$ cat src/rtl/uart_pkg.sv
// -----------------------------------------------------------------------------
// uart_pkg
// Shared definitions for the UART transmit feeder: data width, the feeder FSM
// state encoding and the reset values of the feeder's registered outputs.
// No ports (package).
// -----------------------------------------------------------------------------
package uart_pkg;

  localparam int UART_DATA_W = 8;

  typedef enum logic [1:0] {
    IDLE      = 2'd0,
    WAIT_ACK  = 2'd1,
    WAIT_DONE = 2'd2
  } fsm_state_t;

  localparam fsm_state_t             RST_STATE   = IDLE;
  localparam logic                   RST_TX_EN   = 1'b0;
  localparam logic [UART_DATA_W-1:0] RST_TX_DATA = 8'h00;
  localparam logic                   RST_ACK_ERR = 1'b0;

endpackage

$ cat src/rtl/uart_sync_fifo.sv
// -----------------------------------------------------------------------------
// uart_sync_fifo
// Single-clock FIFO with wrap-bit pointers. Full when the pointers differ only
// in their MSB, empty when they are equal. Flush returns both pointers to zero
// and wins over a push or pop in the same cycle.
// Ports:
//   clock, reset      clock, asynchronous active-low reset
//   i_push/i_push_data write request (ignored while full or flushing)
//   i_pop             read request (ignored while empty or flushing)
//   i_flush           synchronous clear of the contents
//   o_head            entry at the read pointer (valid when !o_empty)
//   o_count           occupancy, 0..DEPTH
//   o_full, o_empty   status flags
// -----------------------------------------------------------------------------
module uart_sync_fifo #(
  parameter int WIDTH = 8,
  parameter int DEPTH = 16
) (
  input  logic                   clock,
  input  logic                   reset,
  input  logic                   i_push,
  input  logic [WIDTH-1:0]       i_push_data,
  input  logic                   i_pop,
  input  logic                   i_flush,
  output logic [WIDTH-1:0]       o_head,
  output logic [$clog2(DEPTH):0] o_count,
  output logic                   o_full,
  output logic                   o_empty
);

  localparam int             AW      = $clog2(DEPTH);
  localparam logic [AW:0]    PTR_INC = {{AW{1'b0}}, 1'b1};

  logic [WIDTH-1:0] r_mem [DEPTH];
  logic [AW:0]      r_wr_ptr;
  logic [AW:0]      r_rd_ptr;
  logic             w_do_push;
  logic             w_do_pop;

  assign o_empty   = (r_wr_ptr == r_rd_ptr);
  assign o_full    = (r_wr_ptr[AW] != r_rd_ptr[AW]) &&
                     (r_wr_ptr[AW-1:0] == r_rd_ptr[AW-1:0]);
  assign o_count   = r_wr_ptr - r_rd_ptr;
  assign o_head    = r_mem[r_rd_ptr[AW-1:0]];
  assign w_do_push = i_push && !o_full && !i_flush;
  assign w_do_pop  = i_pop && !o_empty && !i_flush;

  // Read/write pointer update; flush discards everything including a same-cycle push.
  always_ff @(posedge clock or negedge reset) begin
    if (!reset) begin
      r_wr_ptr <= '0;
      r_rd_ptr <= '0;
    end else if (i_flush) begin
      r_wr_ptr <= '0;
      r_rd_ptr <= '0;
    end else begin
      if (w_do_push) begin
        r_wr_ptr <= r_wr_ptr + PTR_INC;
      end
      if (w_do_pop) begin
        r_rd_ptr <= r_rd_ptr + PTR_INC;
      end
    end
  end

  // Storage array; contents need no reset because the pointers gate visibility.
  always_ff @(posedge clock) begin
    if (w_do_push) begin
      r_mem[r_wr_ptr[AW-1:0]] <= i_push_data;
    end
  end

endmodule

$ cat src/rtl/uart_tx_feeder.sv
// -----------------------------------------------------------------------------
// uart_tx_feeder
// Buffers bytes from a valid/ready producer and hands them one at a time to the
// UART core using its en/busy handshake. After each start pulse the feeder
// waits up to ACK_TIMEOUT cycles for busy to rise; if it never does the byte is
// dropped and the sticky ack_err flag is raised.
// Ports:
//   clock, reset            clock, asynchronous active-low reset
//   in_valid/in_data/in_ready  producer stream (in_ready = !full)
//   flush                   clears queued bytes and ack_err; in-flight byte completes
//   uart_tx_en/uart_tx_data one-cycle start pulse and byte to the UART core
//   uart_tx_busy            UART core transmitting
//   fifo_count              queued bytes
//   idle                    queue empty and nothing in flight
//   ack_err                 sticky timeout flag
// -----------------------------------------------------------------------------
module uart_tx_feeder
  import uart_pkg::*;
#(
  parameter int DEPTH       = 16,
  parameter int ACK_TIMEOUT = 4
) (
  input  logic                   clock,
  input  logic                   reset,
  input  logic                   in_valid,
  input  logic [UART_DATA_W-1:0] in_data,
  output logic                   in_ready,
  input  logic                   flush,
  output logic                   uart_tx_en,
  output logic [UART_DATA_W-1:0] uart_tx_data,
  input  logic                   uart_tx_busy,
  output logic [$clog2(DEPTH):0] fifo_count,
  output logic                   idle,
  output logic                   ack_err
);

  localparam int            TW         = (ACK_TIMEOUT > 1) ? $clog2(ACK_TIMEOUT) : 1;
  localparam logic [TW-1:0] TIMER_LAST = TW'(ACK_TIMEOUT - 1);
  localparam logic [TW-1:0] TIMER_INC  = TW'(1);

  fsm_state_t             r_state;
  fsm_state_t             w_next_state;
  logic                   r_tx_en;
  logic [UART_DATA_W-1:0] r_tx_data;
  logic [TW-1:0]          r_timer;
  logic                   r_ack_err;
  logic                   w_issue;
  logic                   w_timeout;
  logic [UART_DATA_W-1:0] w_head;
  logic [$clog2(DEPTH):0] w_count;
  logic                   w_full;
  logic                   w_empty;

  uart_sync_fifo #(
    .WIDTH (UART_DATA_W),
    .DEPTH (DEPTH)
  ) u_fifo (
    .clock       (clock),
    .reset       (reset),
    .i_push      (in_valid),
    .i_push_data (in_data),
    .i_pop       (w_issue),
    .i_flush     (flush),
    .o_head      (w_head),
    .o_count     (w_count),
    .o_full      (w_full),
    .o_empty     (w_empty)
  );

  // Next-state logic. An issue is held off during a flush so the entry being
  // discarded is never also sent.
  always_comb begin
    w_next_state = r_state;
    w_issue      = 1'b0;
    w_timeout    = 1'b0;
    case (r_state)
      IDLE: begin
        if (!w_empty && !uart_tx_busy && !flush) begin
          w_issue      = 1'b1;
          w_next_state = WAIT_ACK;
        end else begin
          w_next_state = IDLE;
        end
      end
      WAIT_ACK: begin
        if (uart_tx_busy) begin
          w_next_state = WAIT_DONE;
        end else if (r_timer == TIMER_LAST) begin
          w_timeout    = 1'b1;
          w_next_state = IDLE;
        end else begin
          w_next_state = WAIT_ACK;
        end
      end
      WAIT_DONE: begin
        if (!uart_tx_busy) begin
          w_next_state = IDLE;
        end else begin
          w_next_state = WAIT_DONE;
        end
      end
      default: begin
        w_next_state = IDLE;
      end
    endcase
  end

  // State, start pulse, held byte, acknowledge timer and sticky error flag.
  always_ff @(posedge clock or negedge reset) begin
    if (!reset) begin
      r_state   <= RST_STATE;
      r_tx_en   <= RST_TX_EN;
      r_tx_data <= RST_TX_DATA;
      r_timer   <= '0;
      r_ack_err <= RST_ACK_ERR;
    end else begin
      r_state <= w_next_state;
      r_tx_en <= w_issue;
      if (w_issue) begin
        r_tx_data <= w_head;
      end
      // Timer starts at zero in the pulse cycle, so the timeout decision falls
      // ACK_TIMEOUT-1 cycles later and ack_err is visible ACK_TIMEOUT cycles after the pulse.
      if (w_issue) begin
        r_timer <= '0;
      end else if ((r_state == WAIT_ACK) && !w_timeout) begin
        r_timer <= r_timer + TIMER_INC;
      end
      if (flush) begin
        r_ack_err <= 1'b0;
      end else if (w_timeout) begin
        r_ack_err <= 1'b1;
      end
    end
  end

  assign uart_tx_en   = r_tx_en;
  assign uart_tx_data = r_tx_data;
  assign ack_err      = r_ack_err;
  assign in_ready     = !w_full;
  assign fifo_count   = w_count;
  assign idle         = w_empty && (r_state == IDLE);

endmodule

$ cat config.mk
export PLATFORM = sky130hd
export DESIGN_NAME = uart_tx_feeder
export DESIGN_NICKNAME = d
export VERILOG_FILES = /design/src/rtl/uart_pkg.sv /design/src/rtl/uart_sync_fifo.sv /design/src/rtl/uart_tx_feeder.sv
export SDC_FILE = /design/constraint.sdc
export NUM_CORES = 1
export LEC_CHECK = 0
export CAP_MARGIN = 10
export CORE_UTILIZATION = 55
export DETAILED_ROUTE_END_ITERATION = 12
export GPL_TIMING_DRIVEN = 0
export PLACE_DENSITY_LB_ADDON = 0.05
export SLEW_MARGIN = 40
export SYNTH_ARGS = -nofsm -noshare
export SYNTH_HDL_FRONTEND = slang
export SYNTH_HIERARCHICAL = 1
export SYNTH_SLANG_ARGS = --single-unit
$ cat constraint.sdc
create_clock -name clock -period 3.5 [get_ports clock]
set_clock_uncertainty 0.15 [all_clocks]
set_input_delay 0.525 -clock clock [delete_from_list [all_inputs] [get_ports clock]]
set_output_delay 0.525 -clock clock [all_outputs]
set_load 0.1 [all_outputs]
### Word-level counts from Yosys, hierarchy flattened

Memory sizes are Yosys's and may differ from the RTL's. A register that Yosys moved wholly into a read port is not among the register bits.
Cells that the tools add are included.

| operators by class | value |
|---|---|
| mux-type cells | 20 |
| $add $sub $neg | 4 |
| reduce and logical (&&, ||, !) cells | 20 |
| equal/unequal tests | 6 |

Operators with widths:

| kind | number |
|---|---|
| $mux 5 | 4 |
| $mux 1 | 11 |
| $add 5x1->5 const B | 2 |
| $logic_and 1x1->1 | 9 |
| $mux 2 | 4 |
| $reduce_bool 2->1 | 4 |
| $logic_not 1->1 | 6 |
| $pmux 2 s3 | 1 |
| $eq 5x5->1 | 1 |
| $sub 5x5->5 | 1 |
| $eq 2x2->1 const B | 2 |
| $eq 4x4->1 | 1 |
| $add 2x1->2 const B | 1 |
| $eq 2x1->1 const B | 1 |
| $logic_not 2->1 | 1 |
| $ne 1x1->1 | 1 |

| storage, ports and cells | value |
|---|---|
| logic and storage cells | 57 |
| memories | 1 |
| output and inout port bits | 17 |
| input bits | 13 |
| register bits | 16 |
| RAM bits | 128 |

Memory list:

| memory | words | width | rd ports | clocked after Yosys merged registers in | wr ports | line | text |
|---|---|---|---|---|---|---|---|
| u_fifo.r_mem | 16 | 8 | 1 | 1 | 1 | uart_sync_fifo.sv:34 | `logic [WIDTH-1:0] r_mem [DEPTH];` |

### Logic depth before layout (Yosys ltp)

| depth | value |
|---|---|
| depth after elaboration | 10 |
| mapped depth | 11 |
| gate-level depth less buffers | 9 |

### By module

Netlist, hierarchy kept.

By module, submodules not included:

| module | times used | cells each | area each (sq um) | seq. area each (sq um) |
|---|---|---|---|---|
| uart_sync_fifo | 1 | 324 | 5,693.0 | 4,093.9 |
| uart_tx_feeder | 1 | 42 | 614.3 | 350.3 |

### Worst setup path before layout

OpenSTA, ideal clock, no wires.

| timing | value |
|---|---|
| path type | reg-to-output |
| start point | register u_fifo.r_rd_ptr[2] |
| end point | output port idle |
| path slack | -827 ps |
| arrival time | 3,652 ps |
| buffers on the path | 1 |
| required time | 2,825 ps |
| cell stages (with the launch flop) | 7 |
| cells stage by stage | dfrtp_1 -> buf_2 -> inv_1 -> ha_1 -> nand4_1 -> nor2_1 -> nor3b_1 |

| between the ends | value |
|---|---|
| cells in the longest elaborated chain, start to end | 2 |

RTL lines:

| element | line | text |
|---|---|---|
| start, declared | uart_sync_fifo.sv:36 | `logic [AW:0] r_rd_ptr;` |
| start signal, assigned | uart_sync_fifo.sv:61 | `r_rd_ptr <= r_rd_ptr + PTR_INC;` |
| $eq 5x5->1 | uart_sync_fifo.sv:40 | `assign o_empty = (r_wr_ptr == r_rd_ptr);` |
| named net w_empty | uart_tx_feeder.sv:52 | `logic w_empty;` |
| $logic_and 1x1->1 | uart_tx_feeder.sv:142 | `assign idle = w_empty && (r_state == IDLE);` |
| end, declared | uart_tx_feeder.sv:33 | `output logic idle,` |

The timed path passes the listed nets, and every way through them passes these cells.

### Final worst setup path

| timing | value |
|---|---|
| start point | register u_fifo.r_rd_ptr[2] |
| end point | memory u_fifo.r_mem[12][0], enable pin |

| between the ends | value |
|---|---|
| cells in the longest elaborated chain, start to end | 7 |

RTL lines:

| element | line | text |
|---|---|---|
| $eq 4x4->1 | uart_sync_fifo.sv:42 | `(r_wr_ptr[AW-1:0] == r_rd_ptr[AW-1:0]);` |
| $logic_and 1x1->1 | uart_sync_fifo.sv:41 | `assign o_full = (r_wr_ptr[AW] != r_rd_ptr[AW]) &&` |
| $logic_not 1->1 | uart_sync_fifo.sv:45 | `assign w_do_push = i_push && !o_full && !i_flush;` |
| $logic_and 1x1->1 (2 in a row) | uart_sync_fifo.sv:45 |  |
| $mux 1 | uart_sync_fifo.sv:68 | `if (w_do_push) begin` |
| $mux 1 (not written as such) | uart_sync_fifo.sv:69 | `r_mem[r_wr_ptr[AW-1:0]] <= i_push_data;` |
| end, declared | uart_sync_fifo.sv:34 |  |

Every way passes these cells.

==> summary.md <==
| Metric | Value |
|---|---|
| Post-synthesis area per instance | `17.23 um^2` |
| Seq/Total Area, Yosys | `70.46%` |
| Tcrit/Tclk final | `94.33%` |
| Post-DP HPWL | `8459 um` |
| R2R Path Start | `u_fifo/r_rd_ptr[2]` |
| GPL Wtd Cong | `0.7635` |
| Crit path capture type | `flip-flop` |
| Max Freq | `0.3029 GHz` |
| Syn Nets | `390` |
| Fin. Hold Viols | `0` |
| Antenna Nets Post-Route | `0` |
| Area leader, netlist | `edfxtp_1` |
| Fin util | `67.38%` |
| CTS buffer count | `17` |
| Setup_tns | `0 ns` |
| Number of setup violations in the final report | `0` |
| Reg-to-Reg End | `u_fifo/r_mem[12][0]` |
| Most frequent cells in the layout | `128 x edfxtp_1, 24 x dfrtp_1, 21 x buf_2` |
| Hold-critical path depth | `2` |
| Die W | `109.1 um` |
| Worst-Margin Slew | `0.8102 ns` |
| Clk sink count | `152` |
| Clock latency on the worst-skew pair | `0.41 ns` |
| Static Leak | `2.519 nW` |
| Crit path DAT | `3.20 ns` |
| CTS tree | `built` |
| Synth top area share | `60.94%` |
| Status | `completed` |
| Initial drt markers | `200` |
| Fin cells | `567` |
| Reg2Reg Setup Slack | `0.20 ns` |
| Post-Synthesis Cell Area | `6307 um^2` |
| Ys async rst share | `15.79%` |
| Clock slew at reported path FFs | `0.06 ns` |
| Post-Syn Instances | `366` |
| Boundary Pins | `30` |
| Max transition margin | `45.99%` |
| CTS Buffer Depth | `2` |
| Synth warnings | `6` |
| Worst-case reg-to-reg path depth | `7` |
| Initial core utilization | `57.43%` |
| RSZ-0062 raised after global routing | `true` |
| Pwr/cell area | `634.6 nW/um^2` |
| Overall Global Routing Usage | `23.87%` |
| Die H | `109.1 um` |
| Overflow after GRT | `0` |
| DR pass1 iterations | `5` |
| Vias per cell | `6.065` |
| Rows | `38` |
| H-tree depth | `4` |
| Worst hold path type | `flip-flop to flip-flop` |
| Synth top area cells | `edfxtp_1 61%, dfrtp_1 9.5%, mux4_2 5.7%` |
| Fin nets | `441` |
| Synth Register Bits | `152` |
| Worst Path Required | `3.40 ns` |
| CP startpoint kind | `flip-flop` |
| DR vias | `3439` |
| Max_cap viols | `0` |
| Placed Cells | `535` |
| Number of port buffers | `29` |
| Syn-to-layout area delta | `17.34%` |
| Die area | `11900 um^2` |
| Hold EP | `ack_err` |
| Area of the core | `10980 um^2` |
| Ant diodes | `0` |
| Share of cells above drive strength 1 | `27.63%` |
| Post-synth EDFFs | `128` |
| First-pass GRT wire length | `19760 um` |
| Largest fanout on the critical path | `10` |
| Kind of critical path | `flip-flop to flip-flop` |
| CTS root buf | `clkbuf_16` |
| Final critical-path required period | `3.301 ns` |
| Vias in the first global route | `3418` |
| Hold_sp | `ack_err` |
| Count of final max-slew check failures | `0` |
| Largest net degree at the start of global routing | `25` |
| Cell variety after synth | `45` |
| Initial antenna violation count | `0` |
| Commonest non-fill, non-tap cell in the layout | `edfxtp_1` |
| Post-Route WL | `12750 um` |
| DRC | `0` |
| Maximum vdd drop | `695.9 uV` |
| Wire per inst | `22.49 um` |
| Top FF cell, synth | `edfxtp_1` |
## stage by stage
| stage | instance area [um^2] | total power [mW] | setup WS, ns | hold slack, ns |
|---|---|---|---|---|
| 4_1_cts | 7335 | 4.724 | -0.06874 | 0.3517 |
| 2_1_floorplan | 6312 | 2.741 | 0.1081 | 0.07941 |
| 3_3_place_gp | 6778 | 2.942 | -0.4637 | 0.3354 |
| 5_1_grt | 7401 | 4.841 | -0.01290 | 0.3773 |
| 3_5_place_dp | 6708 | 2.903 | -0.05113 | 0.3352 |
| 6_report | 7401 | 4.697 | 0.1986 | 0.3528 |
## flip-flops by register name (all words and copies together) (netlist names)
register	cells
r_state	2
u_fifo/r_mem	128
u_fifo/r_wr_ptr	5
uart_tx_data	8
uart_tx_en	1
r_timer	2
u_fifo/r_rd_ptr	5
ack_err	1
## layer usage
layer	part of all wire, %	global-route usage, %	up-vias
met4	1.3	7.529	0
met1	46	35.69	1780
met5	0	0	-
li1	-	-	1544
met3	5.4	5.380	17
met2	47	35.00	98
## worst max-delay path, stage by stage (launching register included)
cell and delay [ns]:
dfrtp_1 0.35, buf_2 0.30, inv_1 0.18, ha_1 0.38, and4_1 0.27, a211oi_1 0.48
nand2_1 0.34, nor2_2 0.49
## cell type report
type	count	area, um^2
sequential	152	4444
fill	752	3582
multi-input combinational	191	1837
clock buffer	18	429.2
timing repair buffer	33	247.7
tap	140	175.2
clock inverter	11	157.7
buffer	13	76.32
inverter	9	33.78
## repair_timing
item                                   4_1_cts  5_1_grt
pin swaps                                    0        2
gates resized for setup                      9       10
setup endpoints to repair                   65      129
endpoints found under the hold margin       24        0
hold buffers                                 1        0
buffers inserted                             0        3
## Yosys cell counts (6+ instances only)
| master | n |
|---|---|
| inv_1 | 9 |
| a22oi_1 | 8 |
| o221ai_1 | 8 |
| o21ai_0 | 12 |
| a21oi_1 | 7 |
| mux2_2 | 18 |
| mux4_2 | 16 |
| edfxtp_1 | 128 |
| nor2_1 | 27 |
| mux2i_1 | 18 |
| nand2_1 | 9 |
| dfrtp_1 | 24 |
| ha_1 | 10 |
| mux2_4 | 6 |
| xnor2_1 | 8 |
| a22o_1 | 8 |
## report_power, final
group	total (mW)	internal, mW	leakage [nW]	switching, mW
Sequential	2.09	2.04	1.47	0.0457
Clock	1.82	1.17	0.282	0.647
Combinational	0.793	0.192	0.769	0.601
Total	4.70	3.40	2.52	1.29
## worst max-delay path by stage
stage | startpoint | to | slack [ns] | cells after the start
4_1_cts | u_fifo/r_rd_ptr[3] | u_fifo/r_mem[9][1] | -0.07 | 7
5_1_grt | u_fifo/r_rd_ptr[2] | u_fifo/r_mem[8][5] | -0.01 | 7
6_report | u_fifo/r_rd_ptr[2] | u_fifo/r_mem[12][0] | 0.20 | 7
3_5_place_dp | u_fifo/r_rd_ptr[3] | u_fifo/r_mem[9][2] | -0.05 | 7
3_3_place_gp | u_fifo/r_rd_ptr[3] | u_fifo/r_mem[2][1] | -0.46 | 7
2_1_floorplan | u_fifo/r_rd_ptr[2] | fifo_count[4] | 0.11 | 6
## logic make-up after synthesis
kind of cell / share of synthesized area [%]
AND/OR/NAND/NOR: 4.563
AO/OA/AOI/OAI: 5.872
XOR/XNOR: 1.786
buffers and inverters: 1.805
multiplexers: 13.21
adder cells (fa/ha/maj): 2.301
flip-flops: 70.46
Note: power is estimated with default switching activity, not from simulation.
